--- config.mk ---
export PLATFORM = sky130hd
export DESIGN_NAME = alu_logical_pipe
export DESIGN_NICKNAME = d
export VERILOG_FILES = /design/src/rtl/alu_pkg.sv /design/src/rtl/alu_logical_stage.sv /design/src/rtl/alu_logical_pipe.sv
export SDC_FILE = /design/constraint.sdc
export NUM_CORES = 1
export LEC_CHECK = 0
export BUFFER_PORTS_ARGS = -buffer_cell sky130_fd_sc_hd__clkbuf_2
export CORE_MARGIN = 8
export CORE_UTILIZATION = 57
export CTS_CLUSTER_DIAMETER = 30
export DETAILED_ROUTE_END_ITERATION = 10
export GPL_TIMING_DRIVEN = 0
export PLACE_DENSITY_LB_ADDON = 0.1
export SYNTH_ARGS = -nofsm -noshare
export SYNTH_HDL_FRONTEND = slang
export SYNTH_SLANG_ARGS = --single-unit
--- constraint.sdc ---
create_clock -name clk -period 2.6 [get_ports clk]
set_input_delay 0.26 -clock clk [delete_from_list [all_inputs] [get_ports clk]]
set_output_delay 0.26 -clock clk [all_outputs]
set_load 0.01 [all_outputs]
--- src/rtl/alu_pkg.sv ---
// Shared definitions for the logical ALU pipeline.
// Op encodings and op-field width.
package alu_pkg;

  localparam int ALU_OP_W = 3;

  localparam logic [ALU_OP_W-1:0] ALU_LOG_AND  = 3'b000;
  localparam logic [ALU_OP_W-1:0] ALU_LOG_OR   = 3'b001;
  localparam logic [ALU_OP_W-1:0] ALU_LOG_XOR  = 3'b010;
  localparam logic [ALU_OP_W-1:0] ALU_LOG_NOR  = 3'b011;
  localparam logic [ALU_OP_W-1:0] ALU_LOG_ANDN = 3'b100;
  localparam logic [ALU_OP_W-1:0] ALU_LOG_XNOR = 3'b101;
  localparam logic [ALU_OP_W-1:0] ALU_LOG_PASS = 3'b110;
  localparam logic [ALU_OP_W-1:0] ALU_LOG_NOT  = 3'b111;

endpackage

--- src/rtl/alu_logical_stage.sv ---
// One elastic register slice: valid bit plus payload.
// Loads whenever empty or when downstream drains it.
module alu_logical_stage #(
  parameter int W = 34
) (
  input  logic         clk,
  input  logic         reset_n,
  input  logic         i_valid,
  input  logic [W-1:0] i_data,
  input  logic         i_ready_dn,
  output logic         o_ready,
  output logic         o_valid,
  output logic [W-1:0] o_data
);

  logic         r_valid;
  logic [W-1:0] r_data;

  assign o_ready = !r_valid || i_ready_dn;
  assign o_valid = r_valid;
  assign o_data  = r_data;

  // Capture upstream slot when this slot is free or draining
  always_ff @(posedge clk) begin
    if (!reset_n) begin
      r_valid <= 1'b0;
      r_data  <= '0;
    end else if (o_ready) begin
      r_valid <= i_valid;
      if (i_valid) begin
        r_data <= i_data;
      end
    end
  end

endmodule

--- src/rtl/alu_logical_pipe.sv ---
// Pipelined bitwise logic unit with zero/parity flags.
// Elastic valid/ready chain of STAGES register slices.
module alu_logical_pipe
  import alu_pkg::*;
#(
  parameter int WIDTH  = 32,
  parameter int STAGES = 2
) (
  input  logic                clk,
  input  logic                reset_n,
  input  logic                in_valid,
  output logic                in_ready,
  input  logic [WIDTH-1:0]    in1,
  input  logic [WIDTH-1:0]    in2,
  input  logic [ALU_OP_W-1:0] op,
  output logic                out_valid,
  input  logic                out_ready,
  output logic [WIDTH-1:0]    out,
  output logic                zero,
  output logic                parity
);

  localparam int P = WIDTH + 2;

  // Payload layout: {result, zero, parity}
  function automatic logic [P-1:0] f_eval(
    input logic [WIDTH-1:0]    a,
    input logic [WIDTH-1:0]    b,
    input logic [ALU_OP_W-1:0] o
  );
    logic [WIDTH-1:0] r;
    r = '0;
    case (o)
      ALU_LOG_AND:  r = a & b;
      ALU_LOG_OR:   r = a | b;
      ALU_LOG_XOR:  r = a ^ b;
      ALU_LOG_NOR:  r = ~(a | b);
      ALU_LOG_ANDN: r = a & ~b;
      ALU_LOG_XNOR: r = ~(a ^ b);
      ALU_LOG_PASS: r = a;
      ALU_LOG_NOT:  r = ~a;
      default:      r = '0;
    endcase
    return {r, ~|r, ^r};
  endfunction

  logic         w_v   [STAGES+1];
  logic [P-1:0] w_d   [STAGES+1];
  logic         w_rdy [STAGES+1];

  // Input-side payload computed before stage 0
  always_comb begin
    w_v[0] = in_valid;
    w_d[0] = f_eval(in1, in2, op);
  end

  assign w_rdy[STAGES] = out_ready;
  assign in_ready      = w_rdy[0];

  for (genvar g = 0; g < STAGES; g++) begin : g_stage
    alu_logical_stage #(
      .W (P)
    ) u_stage (
      .clk        (clk),
      .reset_n    (reset_n),
      .i_valid    (w_v[g]),
      .i_data     (w_d[g]),
      .i_ready_dn (w_rdy[g+1]),
      .o_ready    (w_rdy[g]),
      .o_valid    (w_v[g+1]),
      .o_data     (w_d[g+1])
    );
  end

  assign out_valid = w_v[STAGES];
  assign out       = w_d[STAGES][P-1:2];
  assign zero      = w_d[STAGES][1];
  assign parity    = w_d[STAGES][0];

endmodule

# Yosys cells after proc, flatten, opt, wreduce, memory -nomap -nowiden
# Index checks and enable logic that the tools add are counted.
dict set report totals {
  wordCells 30
  reg_bits 70
  in_bits 71
}
dict set report op_classes {
  n_bitwise 8
  n_mux 1
  reduce_logical 10
  n_eq_ne 7
}
# operator count
set op_table {}
lappend op_table {{$pmux 32 s8} 1}
lappend op_table {{$not 32->32} 4}
lappend op_table {{$and 32x32->32} 2}
lappend op_table {{$or 32x32->32} 1}
lappend op_table {{$reduce_or 32->1} 1}
lappend op_table {{$reduce_xor 32->1} 1}
lappend op_table {{$xor 32x32->32} 1}
lappend op_table {{$eq 3x3->1 const B} 4}
lappend op_table {{$eq 3x2->1 const B} 2}
lappend op_table {{$reduce_and 2->1} 2}
lappend op_table {{$eq 3x1->1 const B} 1}
lappend op_table {{$logic_not 1->1} 3}
lappend op_table {{$logic_not 3->1} 1}
lappend op_table {{$logic_or 1x1->1} 2}

# Logic depth before layout (Yosys ltp)
dict set report logic_depth {
  depth_word 5
  ltp_mapped 14
  depth_no_buf 12
}

# Hierarchy
# A second synthesis with hierarchy kept.
dict set report hier_totals {
  cells_unflattened 827
  hier_area_um2 6408.6
}
# module seq_area_each_um2 instances area_each_um2 cells_per_inst
set modules_own_cells {}
lappend modules_own_cells {alu_logical_pipe 0.0 1 3535.9 521}
lappend modules_own_cells {alu_logical_stage 700.7 2 1436.4 153}

# Worst setup path after synthesis
# OpenSTA, ideal clock, no wires.
dict set report synth_timing {
  path_kind {input to register}
  from {input port op[0]}
  to {register g_stage[0].u_stage.r_data[0]}
  setup_time_ns 0.119
  arrival_ns 2.164
  n_path_buf 4
  slack_ns 0.316
  cell_stages 13
  cell_sequence {buf_6 > buf_8 > buf_8 > buf_6 > nor3_1 > o31ai_1 > o21a_1 > ha_1 > xnor2_1 > xnor2_1 > xnor2_1 > xnor2_1 > a21oi_1}
}
dict set report synth_between {
  elab_chain_cells 3
  elab_cells_between_ends 10
  classes_between {eq/ne (7); mux (1); reduce/logical (2)}
}
# item line_no
set synth_lines {}
lappend synth_lines {{start: declaration} alu_logical_pipe.sv:15} ;# input logic [ALU_OP_W-1:0] op,
lappend synth_lines {{$eq 3x3->1 (tied with other cells)} alu_logical_pipe.sv:33} ;# case (o)
lappend synth_lines {{$pmux 32 s8 (*)} alu_logical_pipe.sv:33}
lappend synth_lines {{$reduce_xor 32->1 (*)} alu_logical_pipe.sv:44} ;# return {r, ~|r, ^r};
lappend synth_lines {{end signal: assignment} alu_logical_stage.sv:31} ;# r_data <= i_data;
lappend synth_lines {{end: declaration} alu_logical_stage.sv:17} ;# logic [W-1:0] r_data;
# Mark *: on every way between the ends. The rest lies on a longest branch, timed or not.
# A chain may end at the register's enable or synchronous reset.

# Final worst setup path
dict set report layout_timing {
  from {input port op[1]}
  to {register g_stage[0].u_stage.r_data[0]}
}
# Same word-level chain as after synthesis.

==> results.sh <==
export IMPL_first_iter_violations=333
export IMPL_syn_to_final_growth_pct=14.47
export IMPL_syn_inst=754
export IMPL_synth_seq_cells=70
export IMPL_final_util_pct=66.20
export IMPL_hold_viol=0
export IMPL_synth_ff_type="dfxtp_1"
export IMPL_path_max_fanout=10
export IMPL_cap_violations=0
export IMPL_max_freq_ghz=0.4247
export IMPL_seqCellArea_um2=1401
export IMPL_syn_area_um2=5863
export IMPL_powerDensity_nw_per_um2=457.7
export IMPL_clk_pin_slew_ns=0.07
export IMPL_critPathTopFamily="buffers and inverters"
export IMPL_core_area_um2=10140
export IMPL_grt_usage_pct=22.36
export IMPL_irDropWorstVdd_v=0.0003171
export IMPL_cts_buffer_depth=2
export IMPL_drtAntennaViolNets=0
export IMPL_io_pins=107
export IMPL_clk_latency_ns=0.33
export IMPL_syn_nets=873
export IMPL_synth_edf_count=0
export IMPL_period_share_pct=90.56
export IMPL_synth_top_cell_area_share_pct=23.90
export IMPL_drt_first_pass_iters=5
export IMPL_wl_per_cell_um=15.65
export IMPL_drv_slew=0
export IMPL_postCtsSetupRepairBufs=0
export IMPL_cts_num_sinks=70
export IMPL_hold_path_class="input pin to register"
export IMPL_vias=5454
export IMPL_chipWidth_um=117.4
export IMPL_cts_tree="yes"
export IMPL_criticalPathCategory="input pin to register"
export IMPL_synth_compound_area_share_pct=20.25
export IMPL_setup_viol=0
export IMPL_crit_path_cell_trace="buf_2 -> buf_2 -> buf_2 -> nor2_1 -> a211oi_2 -> ha_1 -> xor2_1 -> xnor2_1 -> xnor2_1 -> xnor2_1 -> a21oi_1"
export IMPL_cts_buffers=9
export IMPL_worst_path_max_delay_cell="a211oi_2"
export IMPL_start_util_pct=57.83
export IMPL_synthAdderAreaFrac_pct=10.24
export IMPL_synthArstFlopShare_pct=0
export IMPL_yosys_warnings=0
export IMPL_drive_gt1_share_pct=18.83
export IMPL_fin_tns_setup_ns=0
export IMPL_io_buffers=102
export IMPL_fp_row_count=37
export IMPL_dieArea_um2=13790
export IMPL_die_height_um=117.4
export IMPL_antenna_found_initial=0
export IMPL_arrival_ns=2.57
export IMPL_gp_congestion=0.9236
export IMPL_synth_simple_gate_area_share_pct=16.69
export IMPL_ys_seq_area_share_pct=23.90
export IMPL_vias_per_cell=5.416
export IMPL_max_slew_margin_pct=63.17
export IMPL_skew_ns=0.005511
export IMPL_synth_area_top_cells="dfxtp_1, ha_1, nand2_1"
export IMPL_grt_start_max_net_pins=11
export IMPL_synthTopCellsByCount="nand2_1, dfxtp_1, inv_1, ha_1, a21boi_0"
export IMPL_grt_pass1_vias=5560
export IMPL_rrSetupSlack_ns=0.79
export IMPL_tightest_slew_ns=0.5524
export IMPL_stdcell_area_um2=6711
export IMPL_grt_first_pass_wirelength_um=25830
export IMPL_synth_mux_area_share_pct=7.661
export IMPL_endpoint_kind="register"
export IMPL_drc_errors=0
export IMPL_rsz0062_at_grt="false"
export IMPL_synth_cell_types=36
export IMPL_wirelength_um=15760
export IMPL_outcome="completed"
export IMPL_ctsRootBufferMaster="clkbuf_8"
export IMPL_syn_avg_cell_area_um2=7.776
export IMPL_cts_hold_buf=0
export IMPL_startpoint_type="input pin"
export IMPL_overflow=0
export IMPL_hpwl_um=12770
export IMPL_p_leak_nw=3.174
export IMPL_num_antenna_cells=0
export IMPL_multi_input_area_um2=3855
export IMPL_max_stage_delay_ns=0.35
export IMPL_crit_required_ns=2.82
export IMPL_cp_buffers_inverters=3
export IMPL_place_area_um2=6544
export IMPL_pre_cts_ws_ns=-0.04247
export IMPL_synth_top_family_by_area="compound AO/OA/AOI/OAI gates"
export IMPL_layout_setup_ws_ns=0.2454
export IMPL_synth_xor_area_share_pct=10.90
export IMPL_h_tree_depth=3
export IMPL_yosys_area_top_type="dfxtp_1"
export IMPL_yosysMostFrequentCell="nand2_1"
export IMPL_final_min_clock_period_ns=2.355
export IMPL_final_nets=986
export IMPL_cts_resized=0
export IMPL_fill_cells=941
worst min-delay path, stage by stage:
cell and delay (ns):
clkbuf_2 0.09, inv_1 0.06, a21boi_0 0.07
cells by family after synthesis:
kind of cell | after synthesis
simple gates | 223
mux | 44
fa+ha+maj | 48
buf+inv | 120
flops | 70
compound gates | 176
xor+xnor | 73
per-layer routing:
metal / track usage [%] / part of all wire [%] / wire length [um]
met1: 26.37 / 44 / 6869
met5: 0 / 0 / 0
met2: 38.62 / 49 / 7647
met4: 8.921 / 2.0 / 312
met3: 4.700 / 5.9 / 932
cell usage in the layout (no fill, tap or decap):
cell type / Yosys / layout
nand3_1: 20 / 20
clkbuf_8: 0 / 11
o21ai_0: 8 / 8
and2_1: 1 / 1
xor2_1: 36 / 36
mux2_2: 7 / 7
o211ai_1: 23 / 23
o21ai_1: 21 / 21
o32a_2: 2 / 2
a21oi_2: 3 / 3
buf_6: 8 / 8
ha_1: 48 / 48
nand2b_1: 8 / 8
xnor2_1: 37 / 37
nand4_1: 4 / 4
clkbuf_2: 0 / 102
a21oi_1: 33 / 33
nand2_1: 147 / 147
nor2b_1: 26 / 26
buf_8: 5 / 5
nor3_1: 3 / 3
dfxtp_1: 70 / 70
a21boi_0: 41 / 41
nor3b_1: 2 / 2
o31ai_1: 3 / 3
a31oi_1: 7 / 7
a22o_1: 7 / 7
nor2_1: 10 / 10
a21boi_1: 22 / 22
clkinv_2: 0 / 1
a211oi_2: 2 / 2
mux2i_1: 37 / 37
buf_2: 17 / 17
inv_1: 66 / 66
clkbuf_1: 19 / 22
buf_4: 5 / 5
nor4_1: 1 / 1
nor2b_2: 1 / 1
o21a_1: 4 / 4
sequential cells by signal, indices dropped and copies added (netlist names):
register,flops
g_stage.u_stage.o_data,68
g_stage.u_stage.o_valid,2
stage by stage:
| stage | instances | power, mW | hold slack, ns |
|---|---|---|---|
| floorplan | 754 | 2.035 | 0.4201 |
| global placement | 992 | 2.292 | 0.4429 |
| detailed placement | 992 | 2.331 | 0.4467 |
| CTS | 1007 | 3.077 | 0.1883 |
| global route | 1007 | 3.251 | 0.2293 |
| finish | 1007 | 3.072 | 0.2021 |
layout make-up:
class                           instances  area share (%)
Tap cell                              136           2.535
Buffer                                 54           5.350
Clock inverter                          1         0.07457
Sequential cell                        70           20.88
Inverter                               66           3.691
Multi-Input combinational cell        564           57.44
Clock buffer                           14           2.424
Timing Repair Buffer                  102           7.606
where the power goes:
part | internal, mW | switching, mW | leakage [nW] | total, mW
registers | 1.13 | 0.0334 | 0.572 | 1.17
clock network | 0.393 | 0.358 | 0.0865 | 0.750
logic | 0.532 | 0.622 | 2.51 | 1.15
path summary, 6_finish.rpt:
check                                                  start                                    endpoint  cells after the start
setup reg to reg     g_stage[1].u_stage.o_valid$_SDFFE_PN0P_  g_stage[0].u_stage.o_data[32]$_SDFFE_PN0P_                      5
hold / removal                                      in_valid     g_stage[0].u_stage.o_valid$_SDFFE_PN0N_                      3
setup / recovery                                       op[1]   g_stage[0].u_stage.o_data[0]$_SDFFE_PN0P_                     11
hold reg to reg   g_stage[0].u_stage.o_data[24]$_SDFFE_PN0P_  g_stage[0].u_stage.o_data[24]$_SDFFE_PN0P_                      2
(Power assumes the default switching activity.)
